## config.mk

```make
export PLATFORM = sky130hd
export DESIGN_NAME = complex_frame_serializer_flat
export DESIGN_NICKNAME = d
export VERILOG_FILES = /design/src/rtl/fft_pkg.sv /design/src/rtl/complex_frame_serializer_if.sv /design/src/rtl/mux_n_complex.sv /design/src/rtl/complex_frame_serializer.sv /design/src/flat_wrapper.sv
export SDC_FILE = /design/constraint.sdc
export NUM_CORES = 1
export LEC_CHECK = 0
export ABC_AREA = 1
export BUFFER_PORTS_ARGS = -buffer_cell sky130_fd_sc_hd__buf_4
export CAP_MARGIN = 30
export CORE_ASPECT_RATIO = 2
export CORE_MARGIN = 1.5
export CORE_UTILIZATION = 56
export CTS_BUF_LIST = sky130_fd_sc_hd__clkbuf_8
export CTS_CLUSTER_DIAMETER = 60
export DETAILED_ROUTE_END_ITERATION = 8
export PLACE_DENSITY_LB_ADDON = 0.08
export SYNTH_ARGS = -nofsm -noshare
export SYNTH_HDL_FRONTEND = slang
export SYNTH_SLANG_ARGS = --single-unit
```

## constraint.sdc

```tcl
create_clock -name clk -period 4.6 [get_ports clk]
set_input_delay 0.46 -clock clk [delete_from_list [all_inputs] [get_ports clk]]
set_output_delay 0.46 -clock clk [all_outputs]
set_load 0.01 [all_outputs]
```

## src/rtl/fft_pkg.sv

```systemverilog
// Shared FFT datapath definitions: default word size, serializer state type,
// and the bit-reversal helper used for reordered channel selection.
package fft_pkg;

  localparam int WORD_SIZE_DEF = 16;
  localparam int MAX_SEL_W     = 6;   // supports up to 64 channels

  typedef enum logic {
    IDLE   = 1'b0,
    STREAM = 1'b1
  } state_t;

  // Reverses the low 'width' bits of value; bits above 'width' come back zero.
  function automatic logic [MAX_SEL_W-1:0] bit_reverse(
    input logic [MAX_SEL_W-1:0] value,
    input int                   width
  );
    logic [MAX_SEL_W-1:0] full_rev;
    full_rev = '0;
    for (int i = 0; i < MAX_SEL_W; i++) begin
      full_rev[i] = value[MAX_SEL_W-1-i];
    end
    return full_rev >> (MAX_SEL_W - width);
  endfunction

endpackage

```

## src/rtl/complex_frame_serializer_if.sv

```systemverilog
// Parallel-frame input / serial-beat output bundle of the complex frame serializer.
// The master drives frames and consumes beats; the slave is the serializer.
interface complex_frame_serializer_if #(
  parameter int WORD_SIZE = fft_pkg::WORD_SIZE_DEF,
  parameter int N_CH      = 4
);
  localparam int SEL_W = $clog2(N_CH);

  logic [N_CH*WORD_SIZE-1:0] in_re;
  logic [N_CH*WORD_SIZE-1:0] in_im;
  logic                      in_valid;
  logic                      in_ready;
  logic                      bitrev;
  logic [WORD_SIZE-1:0]      out_re;
  logic [WORD_SIZE-1:0]      out_im;
  logic [SEL_W-1:0]          out_idx;
  logic                      out_valid;
  logic                      out_ready;
  logic                      out_last;

  modport master (
    output in_re, in_im, in_valid, bitrev, out_ready,
    input  in_ready, out_re, out_im, out_idx, out_valid, out_last
  );

  modport slave (
    input  in_re, in_im, in_valid, bitrev, out_ready,
    output in_ready, out_re, out_im, out_idx, out_valid, out_last
  );

endinterface

```

## src/rtl/mux_n_complex.sv

```systemverilog
// Combinational N_CH-to-1 complex sample selector over packed channel vectors;
// the generalised form of the fixed 4-to-1 complex mux.
module mux_n_complex #(
  parameter  int WORD_SIZE = fft_pkg::WORD_SIZE_DEF,
  parameter  int N_CH      = 4,
  localparam int SEL_W     = $clog2(N_CH)
) (
  input  logic [N_CH*WORD_SIZE-1:0] in_re,
  input  logic [N_CH*WORD_SIZE-1:0] in_im,
  input  logic [SEL_W-1:0]          sel,
  output logic [WORD_SIZE-1:0]      out_re,
  output logic [WORD_SIZE-1:0]      out_im
);

  always_comb begin
    // NOTE: defaults before the loop keep every path assigned, so no latch is inferred.
    out_re = '0;
    out_im = '0;
    for (int k = 0; k < N_CH; k++) begin
      if (sel == SEL_W'(k)) begin
        out_re = in_re[k*WORD_SIZE +: WORD_SIZE];
        out_im = in_im[k*WORD_SIZE +: WORD_SIZE];
      end
    end
  end

endmodule

```

## src/rtl/complex_frame_serializer.sv

```systemverilog
// Captures a frame of N_CH complex samples and streams them one per accepted
// beat, in natural or bit-reversed channel order.
module complex_frame_serializer
  import fft_pkg::*;
#(
  parameter int WORD_SIZE = WORD_SIZE_DEF,
  parameter int N_CH      = 4
) (
  input logic                      clk,
  input logic                      rst,
  complex_frame_serializer_if.slave bus
);

  localparam int SEL_W = $clog2(N_CH);

  state_t                    state_q, state_d;
  logic [SEL_W-1:0]          cnt_q;
  logic [SEL_W-1:0]          sel;
  logic [N_CH*WORD_SIZE-1:0] bank_re_q;
  logic [N_CH*WORD_SIZE-1:0] bank_im_q;
  logic                      bitrev_q;
  logic [WORD_SIZE-1:0]      mux_re;
  logic [WORD_SIZE-1:0]      mux_im;
  logic                      streaming;
  logic                      last_beat;
  logic                      beat_acc;
  logic                      in_ready;
  logic                      frame_acc;

  assign streaming = (state_q == STREAM);
  assign last_beat = streaming && (cnt_q == SEL_W'(N_CH - 1));
  assign beat_acc  = streaming && bus.out_ready;

  // Accepting a frame on the last-beat handshake keeps back-to-back frames bubble-free.
  assign in_ready     = !rst && (!streaming || (beat_acc && last_beat));
  assign frame_acc    = bus.in_valid && in_ready;
  assign bus.in_ready = in_ready;

  // State register.
  always_ff @(posedge clk or posedge rst) begin
    // NOTE: sequential state uses non-blocking assignments so all flops update together.
    if (rst) state_q <= IDLE;
    else     state_q <= state_d;
  end

  // Next-state logic.
  always_comb begin
    state_d = state_q;
    case (state_q)
      IDLE:    if (frame_acc) state_d = STREAM;
      STREAM:  if (beat_acc && last_beat) state_d = frame_acc ? STREAM : IDLE;
      default: state_d = IDLE;
    endcase
  end

  // Sample bank, latched order mode and beat counter.
  always_ff @(posedge clk or posedge rst) begin
    if (rst) begin
      // NOTE: the bank is reset because a zeroed bank is part of the defined reset state.
      bank_re_q <= '0;
      bank_im_q <= '0;
      bitrev_q  <= 1'b0;
      cnt_q     <= '0;
    end else if (frame_acc) begin
      bank_re_q <= bus.in_re;
      bank_im_q <= bus.in_im;
      bitrev_q  <= bus.bitrev;
      cnt_q     <= '0;
    end else if (beat_acc) begin
      cnt_q <= last_beat ? '0 : cnt_q + SEL_W'(1);
    end
  end

  assign sel = bitrev_q ? SEL_W'(bit_reverse(MAX_SEL_W'(cnt_q), SEL_W)) : cnt_q;

  mux_n_complex #(
    .WORD_SIZE (WORD_SIZE),
    .N_CH      (N_CH)
  ) u_mux (
    .in_re  (bank_re_q),
    .in_im  (bank_im_q),
    .sel    (sel),
    .out_re (mux_re),
    .out_im (mux_im)
  );

  // Output logic: beat fields are forced to zero whenever no beat is valid.
  always_comb begin
    bus.out_valid = 1'b0;
    bus.out_re    = '0;
    bus.out_im    = '0;
    bus.out_idx   = '0;
    bus.out_last  = 1'b0;
    if (streaming) begin
      bus.out_valid = 1'b1;
      bus.out_re    = mux_re;
      bus.out_im    = mux_im;
      bus.out_idx   = sel;
      bus.out_last  = last_beat;
    end
  end

endmodule

```

## src/flat_wrapper.sv

```systemverilog
// flat-port wrapper written by rule: the top's interface ports become plain ports
module complex_frame_serializer_flat import fft_pkg::*;
#(
  parameter int WORD_SIZE = WORD_SIZE_DEF,
  parameter int N_CH      = 4
)
  (clk, rst, bus_in_re, bus_in_im, bus_in_valid, bus_bitrev, bus_out_ready, bus_in_ready, bus_out_re, bus_out_im, bus_out_idx, bus_out_valid, bus_out_last);
  complex_frame_serializer_if #(.WORD_SIZE(WORD_SIZE), .N_CH(N_CH)) bus_i ();
  input logic clk;
  input logic rst;
  input wire logic [$bits(bus_i.in_re)-1:0] bus_in_re;
  input wire logic [$bits(bus_i.in_im)-1:0] bus_in_im;
  input wire logic [$bits(bus_i.in_valid)-1:0] bus_in_valid;
  input wire logic [$bits(bus_i.bitrev)-1:0] bus_bitrev;
  input wire logic [$bits(bus_i.out_ready)-1:0] bus_out_ready;
  output wire logic [$bits(bus_i.in_ready)-1:0] bus_in_ready;
  output wire logic [$bits(bus_i.out_re)-1:0] bus_out_re;
  output wire logic [$bits(bus_i.out_im)-1:0] bus_out_im;
  output wire logic [$bits(bus_i.out_idx)-1:0] bus_out_idx;
  output wire logic [$bits(bus_i.out_valid)-1:0] bus_out_valid;
  output wire logic [$bits(bus_i.out_last)-1:0] bus_out_last;
  assign bus_i.in_re = bus_in_re;
  assign bus_i.in_im = bus_in_im;
  assign bus_i.in_valid = bus_in_valid;
  assign bus_i.bitrev = bus_bitrev;
  assign bus_i.out_ready = bus_out_ready;
  assign bus_in_ready = bus_i.in_ready;
  assign bus_out_re = bus_i.out_re;
  assign bus_out_im = bus_i.out_im;
  assign bus_out_idx = bus_i.out_idx;
  assign bus_out_valid = bus_i.out_valid;
  assign bus_out_last = bus_i.out_last;
  complex_frame_serializer #(.WORD_SIZE(WORD_SIZE), .N_CH(N_CH)) u_core (.clk(clk), .rst(rst), .bus(bus_i));
endmodule
```

### After elaboration in Yosys (flattened, before gate mapping)

Index checks and enable logic that the tools add are counted.

* bits in registers: 132
* word-level logic and storage cells: 41
* output and inout port bits: 37
* input bits: 133

* eq/ne operators: 4
* add/sub/neg operators: 1
* multiplexer cells: 20
* bitwise gates (word level): 1
* reductions and logical operators: 10

Operators by type and width (number)
* two-way mux 16 bit: 10
* two-way mux 2 bit: 5
* == test 2 bit, second input constant: 3
* logical AND 1 bit: 5
* two-way mux 1 bit: 4
* adder 2 x 1 -> 2 bit, second input constant: 1
* == test 2 x 1 -> 1 bit, second input constant: 1
* logical NOT 1 bit: 2
* logical NOT 2 bit: 1
* case mux 1 bit (2 select lines): 1
* nonzero test 2 bit: 1
* logical OR 1 bit: 1
* NOT 1 bit: 1

### Depth between registers and ports, before layout

* depth in word-level cells: 9
* gate-level depth with buffers: 8
* gate-level depth less buffers: 7

### Hierarchy

Synthesis repeated with hierarchy kept, for this count alone.

* cell total of the unflattened synthesis: 861
* area total of the unflattened synthesis: 6727.7 um^2

By module, submodules not included
* complex_frame_serializer: sequential area each 3303.2 um^2, area each 5759.3 um^2, times used 1, cells an instance 675
* mux_n_complex: sequential area each 0.0 um^2, area each 968.4 um^2, times used 1, cells an instance 186

### Worst setup path before layout

No wires, ideal clock.

* kind: input port to flip-flop
* from: in rst
* to: reg u_core.bitrev_q
* stages: 6
* setup slack: 0.336 ns
* arrival time: 4.142 ns
* path buffers: 2
* library setup time: 0.122 ns
* data required time: 4.478 ns
* cells stage by stage: inv_1 nand3_4 buf_6 buf_6 nor2_1 a21oi_2

* cells in the longest elaborated chain, start to end: 3

Ends and longest elaborated chain
* start: declaration: RTL line flat_wrapper.sv:10 `input logic rst;`
* logical NOT 1 bit: RTL line complex_frame_serializer.sv:35 `assign in_ready = !rst && (!streaming || (beat_acc && last_beat));`
* logical AND 1 bit: RTL line complex_frame_serializer.sv:35
* logical AND 1 bit: RTL line complex_frame_serializer.sv:36 `assign frame_acc = bus.in_valid && in_ready;`
* end signal: assignment: RTL line complex_frame_serializer.sv:67 `bitrev_q <= bus.bitrev;`
* end: declaration: RTL line complex_frame_serializer.sv:21 `logic bitrev_q;`

Every way passes these cells.
A chain may end at the register's enable or synchronous reset.

### Worst setup path after layout

* from: reg u_core.bitrev_q
* to: out bus_out_im[9]

* cells in the longest elaborated chain, start to end: 7
* elaborated cells on any way between the ends: 10
* those cells by class: eq/ne (3); mux (6); reduce/logical (1)

Ends and longest elaborated chain
* two-way mux 2 bit *: RTL line complex_frame_serializer.sv:74 `assign sel = bitrev_q ? SEL_W'(bit_reverse(MAX_SEL_W'(cnt_q), SEL_W)) : cnt_q;`
* logical NOT 2 bit: RTL line mux_n_complex.sv:20 `if (sel == SEL_W'(k)) begin`
* two-way mux 16 bit (3 in a row): RTL line mux_n_complex.sv:20
* two-way mux 16 bit *: RTL line mux_n_complex.sv:20
* two-way mux 16 bit *: RTL line complex_frame_serializer.sv:94 `if (streaming) begin`
* end: declaration: RTL line flat_wrapper.sv:18 `output wire logic [$bits(bus_i.out_im)-1:0] bus_out_im;`

Every way passes the cells marked *; elsewhere a longest branch is shown, timed or not.

==> qor.yml <==
grt_max_degree: 85
synth_top_area_share: 0.471
diodes: 0
synth_top_family_by_area: "simple AND/OR/NAND/NOR gates"
clk_pin_slew_ps: 80
rsz0062_at_grt: "no"
synth_warnings: 0
postCtsSetupBuffers: 0
grt_pass1_vias: 6243
nNetsFinal: 1186
synthDistinctLibCells: 21
antenna_found_initial: 0
cts-htree-levels: 4
firstDrtPassIters: 6
routed_wl_mm: 19.5
clock_tree.root_cell: "clkbuf_8"
muxShareOfSynthArea: 0
period_minus_slack_ps: 3370
die_y_um: 161
hold_viol_final: 0
drive_above_1_share: 0.252
worstSetupEndpointType: "output pin"
maxSlewViolCount: 0
syn-num-nets: 1043
cts_tree: "yes"
start_kind: "flop"
synth_edf_count: 0
num_rows: 57
syn2layout_area_growth_pct: 23.7
via_count: 6371
cts_max_path_buffers: 2
place_area_um2: 8220
hold_ws_ps: 124
yosys.area_share.simple: 0.205
netlist_top_cells_count: "nand2_1, inv_1, dfrtp_1"
io_pins: 170
syn_area_um2: 7010
die_area_um2: 13200
grt_pass1_wl_mm: 30.8
post_cts_resized: 0
fill_cells: 1023
crit_type: "reg -> out"
cellPowerDensity_nw_per_um2: 704
dpl.hpwl_mm: 13.8
route.detailed.drc: 0
synth_seq_cells: 132
ys_dominant_reg_cell: "dfrtp_1"
async_flop_share: 1.00
synth_area_per_cell_um2: 7.73
gp_congestion: 0.927
synth_compound_area_frac: 0.167
yosys.cell_count.top_type: "nand2_1"
clock_skew_ps: 12.5
status: "completed"
clkSinkCount: 132
setup_violations: 0
portBuffers: 169
clk_latency_ps: 450
crit_arrival_ps: 2910
maxSlewHeadroom: 0.364
grt_overflow: 0
path_max_fanout: 33
synth_fa_ha_area_frac: 0.00536
worstMarginPinSlew_ps: 952
synth_top_area_cell: "dfrtp_1"
cap_violations: 0
fin_area_um2: 8670
worstPathRequired_ps: 4140
ys_top_cells_by_area: "dfrtp_1, nand2_1, inv_1"
synth_xor_area_frac: 0
regArea_um2: 3300
min_path_type: "in -> async"
start_util: 0.575
tns_ps: 0
wl_per_cell_um: 16.1
grt_util_all_layers: 0.316
max-vdd-ir-drop_mv: 0.510
netlist_instances: 907
finalCritPeriodShare: 0.733
ant_nets: 0
multiInputGateArea_um2: 2650
coreArea_um2: 12200
tritoncts.num_buffers: 17
drtIter0Drc: 503
vias_per_cell: 5.27
seq_area_frac_synth: 0.471
fmax_mhz: 297
power_leakage_nw: 4.86
cts_hold_repair.buffers: 0
fp.dieW_um: 82.1
metal layers:
| metal | routed length [µm] | GRT usage | vias up |
|---|---|---|---|
| met1 | 6950 | 0.351 | 2932 |
| met3 | 1080 | 0.0627 | 60 |
| met5 | 0 | 0 | - |
| met4 | 1070 | 0.175 | 0 |
| li1 | - | - | 3105 |
| met2 | 10400 | 0.545 | 274 |
layout by cell type, fill, tap and decap left out, types with 4 or more instances in the layout:
master      synthesis  layout
nand3_1            98      98
dfrtp_1           132     132
bufinv_16           0       4
nand2_1           211     211
nor2_1             34      34
inv_1             171     172
buf_4               0     177
o21ai_1            79      79
a21oi_1            32      32
o21ai_0            34      34
clkinvlp_4          0       4
a21oi_2            33      33
o21ai_2            18      18
clkbuf_8            1      19
final timing paths:
path	startpoint	to	slack, ps	cells after the start
worst min register to register	u_core.bank_re_q[51]	u_core.bank_re_q[51]	480	2
min in group clk	bus_in_im[46]	u_core.bank_im_q[46]	250	3
max in group asynchronous	rst	u_core.bank_im_q[57]	3360	4
worst max register to register	u_core.state_q	u_core.bank_re_q[18]	1940	6
worst max-delay path	u_core.bitrev_q	bus_out_im[9]	1230	9
worst min-delay path	rst	u_core.bank_re_q[30]	120	2
layout make-up:
type / count / area share
Sequential cell: 132 / 0.381
Clock buffer: 19 / 0.0302
Tap cell: 147 / 0.0212
Clock inverter: 13 / 0.0212
Inverter: 172 / 0.0748
Multi-Input combinational cell: 545 / 0.306
Timing Repair Buffer: 182 / 0.166
cells by family after synthesis:
group	Yosys count
and+or+nand+nor	346
buffers and inverters	230
AOI/OAI and AO/OA	196
DFF	132
adders and majority gates	3
flip-flops by register name, summed over array words and instances, names as in the netlist:
name,count
u_core.bank_re_q,64
u_core.cnt_q,2
u_core.bank_im_q,64
u_core.state_q,1
u_core.bitrev_q,1
through the flow:
stage                     utilization  setup WS, ps  total power [mW]  cells
after floorplan                     -           336              3.84    907
after global placement          0.669          1400              4.89   1175
after detailed placement        0.674          1670              4.99   1178
after CTS                       0.711          1260              6.10   1210
after global routing            0.711          1100              6.54   1210
final                           0.711          1230              6.10   1210
worst max-delay path, cell delays in order, from the launching register on:
cell and delay, ps:
dfrtp_1 420, inv_1 160, nand2_1 110, nand2_1 70, buf_4 330, nand2_1 540, buf_4 400, nand3_1 170
a21oi_1 100, buf_4 150
where the power goes:
group          switching [mW]  internal [mW]  total, mW  leakage (nW)
registers               0.285           1.70       1.98          1.59
clock network           0.470          0.618       1.09         0.217
logic                    1.85           1.18       3.03          3.06
Power figures use the tool's default switching activity.
